### config.mk
export PLATFORM = sky130hd
export DESIGN_NAME = button_gesture_decoder
export DESIGN_NICKNAME = d
export VERILOG_FILES = /design/src/rtl/button_gesture_decoder.sv
export SDC_FILE = /design/constraint.sdc
export NUM_CORES = 1
export LEC_CHECK = 0
export BUFFER_PORTS_ARGS = -buffer_cell sky130_fd_sc_hd__buf_2
export CORE_ASPECT_RATIO = 1.1
export CORE_UTILIZATION = 45
export DETAILED_ROUTE_END_ITERATION = 16
export PLACE_DENSITY = 0.67
export SYNTH_ARGS = -nofsm -noshare
export SYNTH_HDL_FRONTEND = slang
export SYNTH_SLANG_ARGS = --single-unit
### constraint.sdc
create_clock -name clock -period 2.55 [get_ports clock]
set_clock_uncertainty 0.15 [all_clocks]
set_input_delay 0.255 -clock clock [delete_from_list [all_inputs] [get_ports clock]]
set_output_delay 0.255 -clock clock [all_outputs]
set_load 0.005 [all_outputs]
### src/rtl/button_gesture_decoder.sv
// Turns debounced press/release pulses into short, long, double-click and auto-repeat gesture pulses.
// Optional auto-repeat is compiled in with `define GESTURE_REPEAT_EN.
module button_gesture_decoder #(
    parameter int LONG_TICKS   = 50_000_000,
    parameter int DCLICK_TICKS = 25_000_000,
    parameter int REPEAT_TICKS = 10_000_000,
    parameter int CW           = 27
) (
    input  logic clock,
    input  logic reset,
    input  logic pressed_pulse,
    input  logic released_pulse,
    output logic short_press,
    output logic long_press,
    output logic double_click,
    output logic repeat_pulse,
    output logic held
);

    typedef enum logic [2:0] {
        S_IDLE,
        S_HELD,
        S_LONG_HELD,
        S_WAIT_SECOND,
        S_SECOND_HELD
    } state_t;

    localparam logic [CW-1:0] LONG_LAST   = CW'(LONG_TICKS - 1);
    localparam logic [CW-1:0] DCLICK_LAST = CW'(DCLICK_TICKS - 1);

    state_t        r_state;
    logic [CW-1:0] r_cnt;
    logic          r_short;
    logic          r_long;
    logic          r_double;
    logic          r_held;

    // NOTE: all state updates use non-blocking assignments so every register sees pre-edge values.
    always_ff @(posedge clock or posedge reset) begin
        if (reset) begin
            r_state  <= S_IDLE;
            r_cnt    <= '0;
            r_short  <= 1'b0;
            r_long   <= 1'b0;
            r_double <= 1'b0;
            r_held   <= 1'b0;
        end else begin
            r_short  <= 1'b0;
            r_long   <= 1'b0;
            r_double <= 1'b0;
            case (r_state)
                S_IDLE: begin
                    if (pressed_pulse) begin
                        r_state <= S_HELD;
                        r_cnt   <= '0;
                        r_held  <= 1'b1;
                    end
                end
                S_HELD: begin
                    // A release on the terminal-count edge takes the short path.
                    if (released_pulse) begin
                        r_state <= S_WAIT_SECOND;
                        r_cnt   <= '0;
                        r_held  <= 1'b0;
                    end else if (r_cnt == LONG_LAST) begin
                        r_state <= S_LONG_HELD;
                        r_cnt   <= '0;
                        r_long  <= 1'b1;
                    end else begin
                        r_cnt <= r_cnt + 1'b1;
                    end
                end
                S_LONG_HELD: begin
                    if (released_pulse) begin
                        r_state <= S_IDLE;
                        r_held  <= 1'b0;
                    end
                end
                S_WAIT_SECOND: begin
                    // A press on the terminal-count edge still becomes a double click.
                    if (pressed_pulse) begin
                        r_state <= S_SECOND_HELD;
                        r_cnt   <= '0;
                        r_held  <= 1'b1;
                    end else if (r_cnt == DCLICK_LAST) begin
                        r_state <= S_IDLE;
                        r_cnt   <= '0;
                        r_short <= 1'b1;
                    end else begin
                        r_cnt <= r_cnt + 1'b1;
                    end
                end
                S_SECOND_HELD: begin
                    if (released_pulse) begin
                        r_state  <= S_IDLE;
                        r_held   <= 1'b0;
                        r_double <= 1'b1;
                    end
                end
                default: begin
                    r_state <= S_IDLE;
                    r_cnt   <= '0;
                    r_held  <= 1'b0;
                end
            endcase
        end
    end

`ifdef GESTURE_REPEAT_EN
    localparam logic [CW-1:0] REPEAT_LAST = CW'(REPEAT_TICKS - 1);

    logic [CW-1:0] r_rcnt;
    logic          r_repeat;

    // Repeat counter runs only while in LONG_HELD; a coincident release suppresses the pulse.
    always_ff @(posedge clock or posedge reset) begin
        if (reset) begin
            r_rcnt   <= '0;
            r_repeat <= 1'b0;
        end else begin
            r_repeat <= 1'b0;
            if (r_state == S_LONG_HELD && !released_pulse) begin
                if (r_rcnt == REPEAT_LAST) begin
                    r_rcnt   <= '0;
                    r_repeat <= 1'b1;
                end else begin
                    r_rcnt <= r_rcnt + 1'b1;
                end
            end else begin
                r_rcnt <= '0;
            end
        end
    end

    assign repeat_pulse = r_repeat;
`else
    assign repeat_pulse = 1'b0;
`endif

    assign short_press  = r_short;
    assign long_press   = r_long;
    assign double_click = r_double;
    assign held         = r_held;

endmodule
==> run summary <==
Outcome: finished clean
Port bufs: 7
Vias in the first global route: 1375
Total Routing Usage GR: 19.2%
Starting Density: 47.5%
EDFF count, synth: 0
TritonCTS clock tree: yes
R2r setup slk: 90 ps
Die area: 0.00452 mm^2
CP startpoint kind: flip-flop
Worst-path clk slew: 70 ps
Met3 Use GR: 4.90%
Share of post-route cells with drive strength above 1: 17.9%
Overflow after GRT: 0
Critical Path AT: 2470 ps
Main synth FF type: dfrtp_1
Min Tclk post-route: 2460 ps
Final WS setup: 89.0 ps
H-tree levels: 2
Sequential area share after synthesis: 44.5%
Post-synthesis register bit count: 34
Dpl cells: 263
CP max-delay cell: or4_1
Worst hold path class: input pin to flip-flop
TritonCTS Buffers: 5
TritonRoute pass-1 iters: 4
Synth warn: 0
Area post-placement: 0.00207 mm^2
Via density: 5.48
GRT Max-Usage Layer: met2
CP endpoint kind: flip-flop
Area growth syn-to-layout: 15.3%
Die Wd: 64.2 um
Achievable Freq: 0.406 GHz
CTS root buffer: clkbuf_8
Global-route wire length before repair: 6.65 mm
Setup crit end: r_cnt[25]
Avg Cell Area, Syn: 9.47 um^2
I/O pins: 9
Cell Pwr Density: 721 mW/mm^2
Row Count: 24
RePlAce Congestion: 0.782
Final wirelength: 3.79 mm
Crit-path max FO: 7
Max Buffers Root-to-Sink: 2
Worst r2r src: r_cnt[26]
Routed Antenna Nets: 0
CP cell instances: or4_1 > or3_4 > nor4_4 > o22ai_4 > buf_4 > a41oi_1 > a31oi_1
Worst R2R End: r_cnt[25]
Die H: 70.4 um
Lkg Pwr: 0.000985 uW
Mapped Cells: 202
Drc violations: 0
Max Cap Viol: 0
CP Class: flip-flop to flip-flop
WL per Instance: 13.8 um
Nets: 227
Core area: 0.00402 mm^2
Fin cells: 275
Vias: 1506
Final non-filler cell area: 0.00221 mm^2
Post-Place Setup Slack: 44.8 ps
Hold Vio Cnt, Final: 0
Starting DRT DRC Count: 79
Met1 usage: 26.7%
Mapped Nets: 207
Multi-input logic area: 0.00102 mm^2
Critical path startpoint: r_cnt[26]
Synthesized area: 0.00191 mm^2
Post-DP HPWL: 2.65 mm
Largest net degree at the start of global routing: 35
Worst skew pair latency: 290 ps
Worst R2R Path Depth: 7
Async S/R FF share, synth: 100%
Initial antenna violation count: 0
Register area: 851 um^2
Pins Over Slew Limit: 0
GRT met2 Usage: 28.6%
Req. time, crit path: 2560 ps
Setup-failing EPs final: 0
Fill count: 365
N_diodes: 0
Unique masters post-synth: 46
Crit share post-route: 96.5%
Slowest stage delay, CP: 510 ps
Clk sink count: 34
Worst IR Drop VDD: 0.355 mV
worst max-delay path: cells and delay by family, from the launching register on:
| family | cells | cell delay [ps] |
|---|---|---|
| AO/OA/AOI/OAI | 3 | 400 |
| buffers and inverters | 1 | 160 |
| flip-flops | 1 | 380 |
| AND/OR/NAND/NOR | 3 | 1250 |
layer usage:
layer | vias up | routed length (um) | part of all wire (%)
met1 | 722 | 1910 | 50
met2 | 20 | 1700 | 45
li1 | 756 | - | -
met5 | - | 0 | 0
met4 | 0 | 63 | 1.7
met3 | 8 | 112 | 3.0
worst min path at each step:
stage | depth (start not counted) | slack, ps | endpoint | start
global route | 3 | 170 | double_click | released_pulse
detailed placement | 3 | 230 | r_cnt[20] | reset
global placement | 3 | 220 | long_press | reset
CTS | 3 | 130 | double_click | released_pulse
finish | 3 | 130 | double_click | released_pulse
floorplan | 1 | 250 | double_click | reset
registers in the layout (all words and copies together) (netlist names):
name / flops
double_click: 1
held: 1
long_press: 1
r_cnt: 27
r_state: 3
short_press: 1
cell families (layout without fill, tap and decap cells):
logic type	after synthesis	after routing	share of synthesized area, %
AO/OA/AOI/OAI	28	28	10.3
flip-flops	34	34	44.5
buffers and inverters	13	34	3.01
other	1	1	0.196
multiplexers	1	1	0.523
XOR/XNOR	19	19	8.70
AND/OR/NAND/NOR	105	105	32.1
adder cells (fa/ha/maj)	1	1	0.654
report_power, final:
part           switching, uW  leakage (uW)  internal [uW]  total, uW
Clock                    191     0.0000482            218        408
Sequential              88.2      0.000466            585        673
Combinational            278      0.000471            230        508
final cells by class:
cell class	instances	share of cell area [%]
Timing Repair Buffer	22	7.54
Tap cell	52	2.95
Clock inverter	1	0.227
Multi-Input combinational cell	155	46.1
Inverter	4	0.681
Clock buffer	7	3.91
Sequential cell	34	38.6
cell usage after synthesis (all sizes together) (6+ instances only):
cell | n | area, um^2
dfrtp | 34 | 851
nor2 | 25 | 101
nand2 | 18 | 67.6
xor2 | 15 | 131
nand4 | 11 | 68.8
and3 | 8 | 50.1
nand3 | 8 | 40.0
a21oi | 7 | 35.0
o21ai | 7 | 35.0
clkbuf | 6 | 22.5
nor2b | 6 | 37.5
stage by stage:
step	hold WS [ps]	setup TNS, ps	utilization, %	total power (uW)
floorplan	247	0	-	998
global placement	217	0	51.3	1160
detailed placement	227	0	51.3	1170
CTS	131	0	53.9	1590
global route	165	-33.0	54.8	1700
finish	134	0	54.8	1590
placed cells by master (no fill, tap or decap), types with 7 or more instances in the layout:
cell / Yosys / layout
nand4_1: 11 / 11
nand2_1: 18 / 18
nand3_1: 8 / 8
o21ai_0: 7 / 7
dfrtp_1: 34 / 34
buf_4: 2 / 12
a21oi_1: 7 / 7
nor2_1: 24 / 24
buf_2: 1 / 7
and3_1: 8 / 8
xor2_1: 15 / 15
repair_timing:
item,CTS,global route
resized for setup,0,4
endpoints found under the hold margin,34,0
setup endpoints to repair,0,4
setup buffers,0,3
hold buffers,1,0
(Power assumes the default switching activity.)
